$ cat config.mk
export PLATFORM = sky130hd
export DESIGN_NAME = mem_arbiter
export DESIGN_NICKNAME = d
export VERILOG_FILES = /design/src/rtl/mem_arbiter.sv
export SDC_FILE = /design/constraint.sdc
export NUM_CORES = 1
export LEC_CHECK = 0
export BUFFER_PORTS_ARGS = -buffer_cell sky130_fd_sc_hd__buf_2
export CORE_UTILIZATION = 42
export DETAILED_ROUTE_END_ITERATION = 8
export PLACE_DENSITY = 0.75
export SETUP_SLACK_MARGIN = 0.3
export SLEW_MARGIN = 20
export SYNTH_ARGS = -nofsm -noshare
export SYNTH_HDL_FRONTEND = slang
export SYNTH_SLANG_ARGS = --single-unit
$ cat constraint.sdc
create_clock -name clk -period 4 [get_ports clk]
set_input_delay 0.2 -clock clk [delete_from_list [all_inputs] [get_ports clk]]
set_output_delay 0.2 -clock clk [all_outputs]
set_load 0.03 [all_outputs]
$ cat src/rtl/mem_arbiter.sv
// Two-master arbiter (instruction fetch, data memory) in front of one
// single-port RAM. Round-robin on ties, registered RAM command, bounded
// wait for ram_ready with an error flag on timeout.
module mem_arbiter #(
  parameter int TIMEOUT_CYC = 16
) (
  input  logic        clk,
  input  logic        rst,
  input  logic        if_req,
  input  logic [31:0] if_addr,
  output logic [31:0] if_rdata,
  output logic        if_ack,
  input  logic        dm_req,
  input  logic        dm_we,
  input  logic [3:0]  dm_sel,
  input  logic [31:0] dm_addr,
  input  logic [31:0] dm_wdata,
  output logic [31:0] dm_rdata,
  output logic        dm_ack,
  output logic        err,
  output logic        ram_ce,
  output logic        ram_we,
  output logic [3:0]  ram_sel,
  output logic [31:0] ram_addr,
  output logic [31:0] ram_wdata,
  input  logic [31:0] ram_rdata,
  input  logic        ram_ready,
  output logic        stall_if,
  output logic        stall_dm
);

  typedef enum logic [2:0] {IDLE, BUSY_IF, BUSY_DM, RESP_IF, RESP_DM} state_e;

  // The counter is cleared on entry and compared before incrementing, so
  // matching TIMEOUT_CYC-1 at an edge means this is the TIMEOUT_CYC-th
  // BUSY cycle without ready.
  localparam logic [7:0] TO_LAST = 8'(TIMEOUT_CYC - 1);

  state_e      state_q, state_d;
  logic        last_dm_q, last_dm_d;   // 1: DM held the last grant
  logic [7:0]  cnt_q, cnt_d;
  logic        ce_q, ce_d, we_q, we_d;
  logic [3:0]  sel_q, sel_d;
  logic [31:0] addr_q, addr_d, wdata_q, wdata_d;
  logic        if_ack_q, if_ack_d, dm_ack_q, dm_ack_d, err_q, err_d;
  logic [31:0] if_rdata_q, if_rdata_d, dm_rdata_q, dm_rdata_d;
  logic        grant_dm, done, busy_dm;

  // Next-state and datapath: grant in IDLE, wait in BUSY, one-cycle ack in RESP.
  always_comb begin
    state_d    = state_q;
    last_dm_d  = last_dm_q;
    cnt_d      = cnt_q;
    ce_d       = ce_q;
    we_d       = we_q;
    sel_d      = sel_q;
    addr_d     = addr_q;
    wdata_d    = wdata_q;
    if_ack_d   = 1'b0;
    dm_ack_d   = 1'b0;
    err_d      = err_q;
    if_rdata_d = if_rdata_q;
    dm_rdata_d = dm_rdata_q;
    grant_dm   = dm_req & (~if_req | ~last_dm_q);
    busy_dm    = (state_q == BUSY_DM);
    done       = 1'b0;
    case (state_q)
      IDLE: begin
        if (if_req | dm_req) begin
          cnt_d     = '0;
          ce_d      = 1'b1;
          last_dm_d = grant_dm;
          if (grant_dm) begin
            we_d    = dm_we;
            sel_d   = dm_sel;
            addr_d  = dm_addr;
            wdata_d = dm_wdata;
            state_d = BUSY_DM;
          end else begin
            we_d    = 1'b0;
            sel_d   = 4'b1111;
            addr_d  = if_addr;
            wdata_d = '0;
            state_d = BUSY_IF;
          end
        end
      end
      BUSY_IF, BUSY_DM: begin
        if (ram_ready) begin
          done  = 1'b1;
          err_d = 1'b0;
          if (busy_dm) dm_rdata_d = ram_rdata;
          else         if_rdata_d = ram_rdata;
        end else if (cnt_q == TO_LAST) begin
          done  = 1'b1;
          err_d = 1'b1;
          if (busy_dm) dm_rdata_d = '0;
          else         if_rdata_d = '0;
        end else begin
          cnt_d = cnt_q + 8'd1;
        end
        if (done) begin
          // Drop ce and we together so a write strobe never outlives ce.
          ce_d     = 1'b0;
          we_d     = 1'b0;
          if_ack_d = ~busy_dm;
          dm_ack_d = busy_dm;
          state_d  = busy_dm ? RESP_DM : RESP_IF;
        end
      end
      RESP_IF, RESP_DM: state_d = IDLE;
      default: state_d = IDLE;
    endcase
  end

  // State and output registers; reset discards any access in flight.
  always_ff @(posedge clk or posedge rst) begin
    if (rst) begin
      state_q    <= IDLE;
      last_dm_q  <= 1'b0;
      cnt_q      <= '0;
      ce_q       <= 1'b0;
      we_q       <= 1'b0;
      sel_q      <= '0;
      addr_q     <= '0;
      wdata_q    <= '0;
      if_ack_q   <= 1'b0;
      dm_ack_q   <= 1'b0;
      err_q      <= 1'b0;
      if_rdata_q <= '0;
      dm_rdata_q <= '0;
    end else begin
      state_q    <= state_d;
      last_dm_q  <= last_dm_d;
      cnt_q      <= cnt_d;
      ce_q       <= ce_d;
      we_q       <= we_d;
      sel_q      <= sel_d;
      addr_q     <= addr_d;
      wdata_q    <= wdata_d;
      if_ack_q   <= if_ack_d;
      dm_ack_q   <= dm_ack_d;
      err_q      <= err_d;
      if_rdata_q <= if_rdata_d;
      dm_rdata_q <= dm_rdata_d;
    end
  end

  assign ram_ce    = ce_q;
  assign ram_we    = we_q;
  assign ram_sel   = sel_q;
  assign ram_addr  = addr_q;
  assign ram_wdata = wdata_q;
  assign if_ack    = if_ack_q;
  assign dm_ack    = dm_ack_q;
  assign err       = err_q;
  assign if_rdata  = if_rdata_q;
  assign dm_rdata  = dm_rdata_q;
  assign stall_if  = if_req & ~if_ack_q;
  assign stall_dm  = dm_req & ~dm_ack_q;

endmodule

After elaboration in Yosys (flattened, before gate mapping) --
Index checks and enable logic that the tools add are counted.
Storage, ports and cells: output and inout bits 139, register bits after elaboration 149
Operators by class: bitwise operators 10, add/subtract/negate cells 1, muxes and demuxes 35, reduce and logical (&&, ||, !) cells 11, equal/unequal tests 7
Operators by type and width (number):
- 32-bit two-way mux | 10
- 8-bit two-way mux | 3
- 8-bit one-hot mux with 2 select lines | 1
- 1-bit two-way mux | 13
- 3-bit two-way mux | 3
- 3-bit AND reduction | 3
- 8-bit by 1-bit adder with 8-bit output (second input constant) | 1
- 8-bit by 4-bit equality test with 1-bit output (second input constant) | 1
- 2-bit != test (second input constant) | 4
- 3-bit one-hot mux with 2 select lines | 1
- 2-bit AND reduction | 3
- 1-bit inverter | 5
- 4-bit two-way mux | 1
- 1-bit one-hot mux with 2 select lines | 2
- 4-bit AND reduction | 1
- 2-bit nonzero test | 2
- 1-bit AND | 3
- 3-bit by 1-bit equality test with 1-bit output (second input constant) | 1
- 3-bit by 2-bit equality test with 1-bit output (second input constant) | 1
- 3-bit logical NOT | 1
- 2-bit two-way mux | 1
- 1-bit bitwise OR | 2
- 2-bit OR reduction | 1

Depth between registers and ports, before layout --
Gate-level depths: netlist of run 1.
depth after elaboration 6, depth in mapped cells 7

Least setup slack after synthesis of run 1 --
OpenSTA, ideal clock, no wires.
path type reg2reg, start register cnt_q[0], end register if_rdata_q[0], in the netlist if_rdata[0], library setup time 121 ps, data required time 3879 ps, path slack 2139 ps, data arrival time 1740 ps, stages on the path, launching flop included 8, cells stage by stage dfrtp_1 -> ha_1 -> and4b_4 -> a21oi_2 -> or3_1 -> buf_6 -> buf_6 -> a22o_1
Between the ends: longest elaborated chain between the ends 3
Ends and longest elaborated chain:
- start, declared | RTL line 41 | logic [7:0] cnt_q, cnt_d;
- start signal, assigned | RTL line 135 | cnt_q <= cnt_d;
- 8-bit by 4-bit equality test with 1-bit output | RTL line 94 | end else if (cnt_q == TO_LAST) begin
- 2-bit nonzero test (no line)
- 3-bit AND reduction (no line)
- end signal, assigned | RTL line 144 | if_rdata_q <= if_rdata_d;
- end, declared | RTL line 46 | logic [31:0] if_rdata_q, if_rdata_d, dm_rdata_q, dm_rdata_d;
No other way between the ends. A chain may end at the register's enable or synchronous reset.

Final worst setup path of run 1 --
start register state_q[2], end register wdata_q[1], in the netlist ram_wdata[1]
Between the ends: longest elaborated chain between the ends 2
Ends and longest elaborated chain:
- start, declared | RTL line 39 | state_e state_q, state_d;
- start signal, assigned | RTL line 133 | state_q <= state_d;
- 3-bit logical NOT | RTL line 67 | case (state_q)
- 2-bit AND reduction (no line)
- end signal, assigned | RTL line 140 | wdata_q <= wdata_d;
- end, declared | RTL line 44 | logic [31:0] addr_q, addr_d, wdata_q, wdata_d;
No other way between the ends.

==> metrics, run 1 <==
status=complete, no violations; IO buf count=276; CP top delay family=simple AND/OR/NAND/NOR gates; max incr delay on CP=0.56 ns; period utilization=0.579; number of synthesized flops with an enable pin=0; layout cells sized above 1=0.417; R2R setup slack=1.68 ns; CTS root buf=clkbuf_16; FF-to-FF Start=state_q[2]; drt first pass iters=4; synthesized flop and latch total=149; H-tree levels=4; buffers and inverters on the worst path=1; area of the core=13,800 µm²; Post-synth top cells=dfrtp_1, a22o_1, nand2_1, o21ai_0, mux2i_1; DR iter-0 viols=275; min Tclk post-route=2.32 ns; Vias/cell=5.24; Final Non-Filler Cells=965; Crit Path Max Fanout=73; HP Start=dm_wdata[28]; I/O Pins=277; Min-Delay Endpoint=ram_wdata[28]; Clock Skew=0.00543 ns; Worst-Margin Slew=0.644 ns; Syn Inst Count=467; relative slew slack=0.571; Die Y=121 µm; # hold bufs at CTS=37; Lkg Pwr=4.38 nW; Yosys top cell by area=dfrtp_1; WP data arrival=2.61 ns; Die ar.=14,600 µm²; Placed Cells=895; CP max-delay cell=dfrtp_1; post-synthesis sequential area ratio=0.629; CTS tree=built; worst hold slack=0.0175 ns; Yosys top cell area share=0.629; Distinct cells, synth=44; critical path launch point type=flop; hold crit path type=input pin to flop; Post-Syn Nets=606; vias in the first global route=4,951; crit path capture type=flop; TNS Setup=0 ns; Final setup viols=0; DRC=0; area grow syn2layout=42.1%; Yosys warnings=0; ANT cells=0; final HPWL from detailed placement=11,000 µm; maximum VDD drop=0.646 mV; Syn Area/Cell=12.7 µm²; nets=911; Critical R2R Capture=ram_wdata[1]; Die W=121 µm; share of synthesized registers carrying an async set or reset=1.00; RSZ-0062 raised after global routing=no; top cells by area, synth=dfrtp_1, a22o_1, mux2i_1; Synth Cell Area=5930 µm²; Rows=43; total CTS buffers=17; Initial Util=0.429; Final ANT Viol Nets=0; first-pass GRT wire length=25,000 µm; CTS max path bufs=2; Clock transition at path regs=0.06 ns; initial antenna violation count=1; Hold Path Stages=2; Pwr Density=922 nW/µm²; pins over their slew limit=0; RePlAce Congestion=0.803; clk_lat worst skew=0.41 ns; post-route total power=7.77 mW; detailed-route wire length per cell=16.7 µm; remaining global-route overflow=0; Vias=5,058; Peak Freq=0.432 GHz; top-count cell post-synth=dfrtp_1; # clock sinks=149; Post-CTS Setup Inserts=0; crit path kind=flop to flop; Max Cap Viol=0; Worst EP required=4.30 ns; CP Cell Sequence=nor3_1 > nand2_2 > buf_4 > a22o_1; Synth Flop Type=dfrtp_1; largest net degree at the start of global routing=81; Final Hold Vio Count=0; All-Layer GR Usage=0.224; Routed WL=16,100 µm; r2r worst-path depth=4; post_cts resized=0
## per-stage QoR
stage	setup slack, ns	utilization	instance area (µm²)
6_report	1.68	0.609	8430
5_1_grt	1.38	0.609	8430
4_1_cts	1.62	0.608	8410
3_5_place_dp	1.62	0.538	7440
3_3_place_gp	1.72	0.538	7440
2_1_floorplan	1.93	-	5930
## worst max-delay path by stage
stage	from	to	cells past startpoint
final	state_q[2]	ram_wdata[1]	4
after global routing	state_q[2]	ram_addr[4]	5
after CTS	cnt_q[0]	if_rdata[22]	5
after detailed placement	cnt_q[0]	if_rdata[24]	5
after global placement	cnt_q[0]	if_rdata[4]	5
after floorplan	rst	cnt_q[0]	1
## logic make-up (layout without fill, tap and decap cells)
group,Yosys count,count (layout),share of synthesized area
simple gates,79,79,0.0658
mux,33,33,0.0557
fa+ha+maj,1,1,0.00211
xor+xnor,1,1,0.00148
buf+inv,43,361,0.0346
flops,149,149,0.629
compound gates,161,161,0.211
## area by class of cell
cell class                 count  area, µm²
tap                          180        225
multi-input combinational    275       2010
inverter                       8       33.8
fill                        1101       5400
timing repair buffer         321       1830
sequential                   149       3730
clock buffer                  18        429
clock inverter                14        169
## worst register-to-register path: stages (launching register included)
cell	delay (ns)
dfrtp_1	0.56
nor3_1	0.47
nand2_2	0.39
buf_4	0.45
a22o_1	0.33
## layer usage
layer / share of wire / global-route usage / routed length [µm]
met2: 0.50 / 0.368 / 8000
met4: 0.022 / 0.0903 / 363
met1: 0.41 / 0.278 / 6560
met5: 0.00081 / 0 / 13
met3: 0.074 / 0.0623 / 1200
## power by group
group          internal (mW)  total (mW)  leakage, nW  switching, mW
Sequential              2.19        2.62         1.88          0.434
Combinational           1.18        3.54         2.21           2.36
Clock                  0.940        1.61        0.290          0.665
Total                   4.31        7.77         4.38           3.46
## state kept, by name, summed over array words and instances (netlist names)
name and flops:
dm_ack 1, ram_addr 32, ram_ce 1, ram_we 1
ram_wdata 32, last_dm_q 1, state_q 3, cnt_q 8
dm_rdata 32, ram_sel 4, if_ack 1, err 1
if_rdata 32
## cells in the final DEF (no fill, tap or decap), types with 2 or more instances in the layout
cell and instances:
mux2i_1 33, and3_1 2, nor2_1 7, buf_4 6, a41oi_1 3, nand3_1 5, o21ai_0 35, or3_1 2
o22a_1 4, inv_6 4, bufinv_16 2, buf_2 276, clkinvlp_4 2, nor3b_1 2, dfrtp_1 149, dlygate4sd3_1 38
clkbuf_16 17, inv_8 2, a22o_1 97, a31oi_1 5, inv_1 6, nand2_1 41, nor3_2 2, clkinv_4 5
a21oi_1 6, nor3_1 4
(Power assumes the default switching activity.)
==> run 2, diff against run 1 <==
Settings changed: ABC_AREA set to 1, CORE_UTILIZATION 42 to 43, PLACE_DENSITY 0.75 to 0.76.
Clock period 4 ns to 2 ns, I/O delays scaled along.
==> run 2 against run 1 <==
Compared with the run above: the run now ends with negative hold slack left; via count up 26%; sequential power up 96%; total power increased by 100%; clock power up 96%; final area up 14%; non-clock buffer count rose by 95; critical path type unchanged; critical endpoint is now if_rdata[16]; largest cell class unchanged.
==> metrics, run 2 <==
status=finished, violations left; failing checks=negative hold slack; RSZ-0062 raised after global routing=no; Routed WL=20,900 µm (+29%); remaining global-route overflow=0 (unchanged); critical path launch point type=flop; Die W=123 µm (+1.4%); Yosys top cell by area=dfrtp_1; Crit Path Max Fanout=32 (-56%); WP data arrival=1.90 ns (-0.71 ns); post-synthesis sequential area ratio=0.597 (-0.0319); min Tclk post-route=1.56 ns (-0.753 ns); commonest non-fill, non-tap cell in the layout=buf_2; vias in the first global route=6,317 (+28%); layout cells sized above 1=0.365 (-0.0513); Worst EP required=2.34 ns (-1.96 ns); Clock Skew=0.0113 ns (+0.00589 ns); Final Hold Vio Count=1 (+1); Final setup viols=0 (unchanged); relative slew slack=0.699 (+0.128); Final ANT Viol Nets=0 (unchanged); Synth Cell Area=6250 µm² (+5.3%); number of synthesized flops with an enable pin=0 (unchanged); Distinct cells, synth=28 (-36%); final HPWL from detailed placement=12,100 µm (+9.4%); synthesized flop and latch total=149 (unchanged); # clock sinks=149 (unchanged); Syn Area/Cell=9.96 µm² (-22%); most frequent cells in the layout=buf_2, nand2_1, dfrtp_1, dlygate4sd3_1, o21ai_1; crit path kind=flop to flop; Rows=43 (unchanged); Pwr Density=1650 nW/µm² (+79%); Yosys top cell area share=0.597 (-0.0319); Worst-Margin Slew=0.451 ns (-0.192 ns); H-tree levels=4 (unchanged); clk_lat worst skew=0.41 ns (about the same); largest net degree at the start of global routing=73 (-9.9%); Vias=6,356 (+26%); CTS root buf=clkbuf_16; DR iter-0 viols=446 (+62%); CTS tree=built; IO buf count=276 (unchanged); Synth Flop Type=dfrtp_1; Die Y=123 µm (+1.4%); first-pass GRT wire length=31,300 µm (+25%); TNS Setup=0 ns (unchanged); top cells by area, synth=dfrtp_1, nand2_1, o21ai_2; total CTS buffers=17 (unchanged); DRC=0 (unchanged); Post-Syn Nets=766 (+26%); area grow syn2layout=54.4%; share of synthesized registers carrying an async set or reset=1.00 (unchanged); hold crit path type=input pin to flop; Post-synth top cells=nand2_1, dfrtp_1, o21ai_1, nor2_1, o21ai_0; nets=1,163 (+28%); Die ar.=15,000 µm² (+2.8%); Clock transition at path regs=0.06 ns (about the same); drt first pass iters=5 (+1); RePlAce Congestion=0.836 (+4.1%); All-Layer GR Usage=0.274 (+0.0504); Yosys warnings=0 (unchanged); I/O Pins=277 (unchanged); worst hold slack=-0.00705 ns (-0.0245 ns); initial antenna violation count=1 (unchanged); Vias/cell=5.22 (-0.36%); Initial Util=0.445 (+0.0160); pins over their slew limit=0 (unchanged); top-count cell post-synth=nand2_1; period utilization=0.781 (+0.202); detailed-route wire length per cell=17.2 µm (+2.6%); Lkg Pwr=5.04 nW (+15%); Peak Freq=0.640 GHz (+48%); CTS max path bufs=2 (unchanged); maximum VDD drop=0.816 mV (+26%); Syn Inst Count=627 (+34%); Max Cap Viol=0 (unchanged); crit path capture type=flop; area of the core=14,000 µm² (+1.6%)
run 2: cell count changes after synthesis, sizes merged, moves of 5 or more:
cell / before / now
inv: 8 / 23
nand2: 42 / 174
nor3: 6 / 1
buf: 13 / 27
a22o: 97 / 32
clkbuf: 22 / 11
o21ai: 36 / 135
a31oi: 5 / 0
nand3: 5 / 12
a21oi: 8 / 3
nor2: 7 / 50
mux2i: 33 / 0
run 2: worst paths after layout:
| check | slack (ns) | end | cells past startpoint | startpoint |
|---|---|---|---|---|
| max reg2reg | 0.44 | if_rdata[16] | 8 | cnt_q[0] |
| max | 0.44 | if_rdata[16] | 8 | cnt_q[0] |
| max in group asynchronous | 1.13 | dm_rdata[9] | 4 | rst |
| min reg2reg | 0.47 | ram_we | 2 | ram_we |
| min in group asynchronous | 0.21 | ram_addr[16] | 3 | rst |
| min | -0.007 | ram_addr[16] | 3 | if_addr[16] |
run 2: repair_timing:
item	in CTS	in global routing
hold endpoints to repair	199	0
gates resized for setup	0	2
setup buffers	0	3
hold buffers	123	0
setup endpoints to repair	0	47
run 2: metal layers:
metal,up-vias,routed length (µm),global-route usage,part of all wire
met5,-,0,0,0
met4,0,1210,0.197,0.058
met3,87,1730,0.0637,0.083
met2,424,10100,0.449,0.48
met1,2947,7810,0.315,0.37
li1,2898,-,-,-
run 2: logic make-up after synthesis:
| family | count (synthesis) | synth area share |
|---|---|---|
| AND/OR/NAND/NOR | 239 | 0.158 |
| AO/OA/AOI/OAI | 174 | 0.183 |
| flip-flops | 149 | 0.597 |
| buffers and inverters | 61 | 0.0557 |
| XOR/XNOR | 3 | 0.00421 |
| adder cells (fa/ha/maj) | 1 | 0.00200 |
run 2: cell type report:
cell class	instances	area, µm²
Tap cell	180	225
Inverter	23	90.1
Fill cell	934	4400
Timing Repair Buffer	416	2830
Multi-Input combinational cell	417	2180
Sequential cell	149	3730
Antenna cell	2	5.00
Clock inverter	12	145
Clock buffer	18	439
run 2: critical path, stage by stage, from the launching register on:
cell       delay [ns]
dfrtp_1          0.41
ha_2             0.22
nand2_2          0.08
nor2_2           0.10
nand3_2          0.08
nand2_2          0.09
nand2_2          0.10
clkbuf_16        0.24
o21ai_1          0.16
run 2: report_power, final:
| group | switching [mW] | internal, mW | leakage, nW |
|---|---|---|---|
| sequential | 0.798 | 4.34 | 1.91 |
| combinational | 5.27 | 2.34 | 2.84 |
| clock | 1.28 | 1.88 | 0.286 |
| total | 7.34 | 8.56 | 5.04 |
run 2: per-stage QoR:
| step | setup WS (ns) | power, mW | util | cell area, µm² | std cells |
|---|---|---|---|---|---|
| floorplan | 0.0250 | 10.1 | - | 6250 | 627 |
| finish | 0.437 | 15.9 | 0.687 | 9640 | 1217 |
| global route | 0.313 | 16.7 | 0.687 | 9640 | 1216 |
| global placement | 0.392 | 12.1 | 0.553 | 7770 | 1058 |
| detailed placement | 0.340 | 12.2 | 0.553 | 7770 | 1058 |
| CTS | 0.336 | 15.6 | 0.682 | 9580 | 1211 |
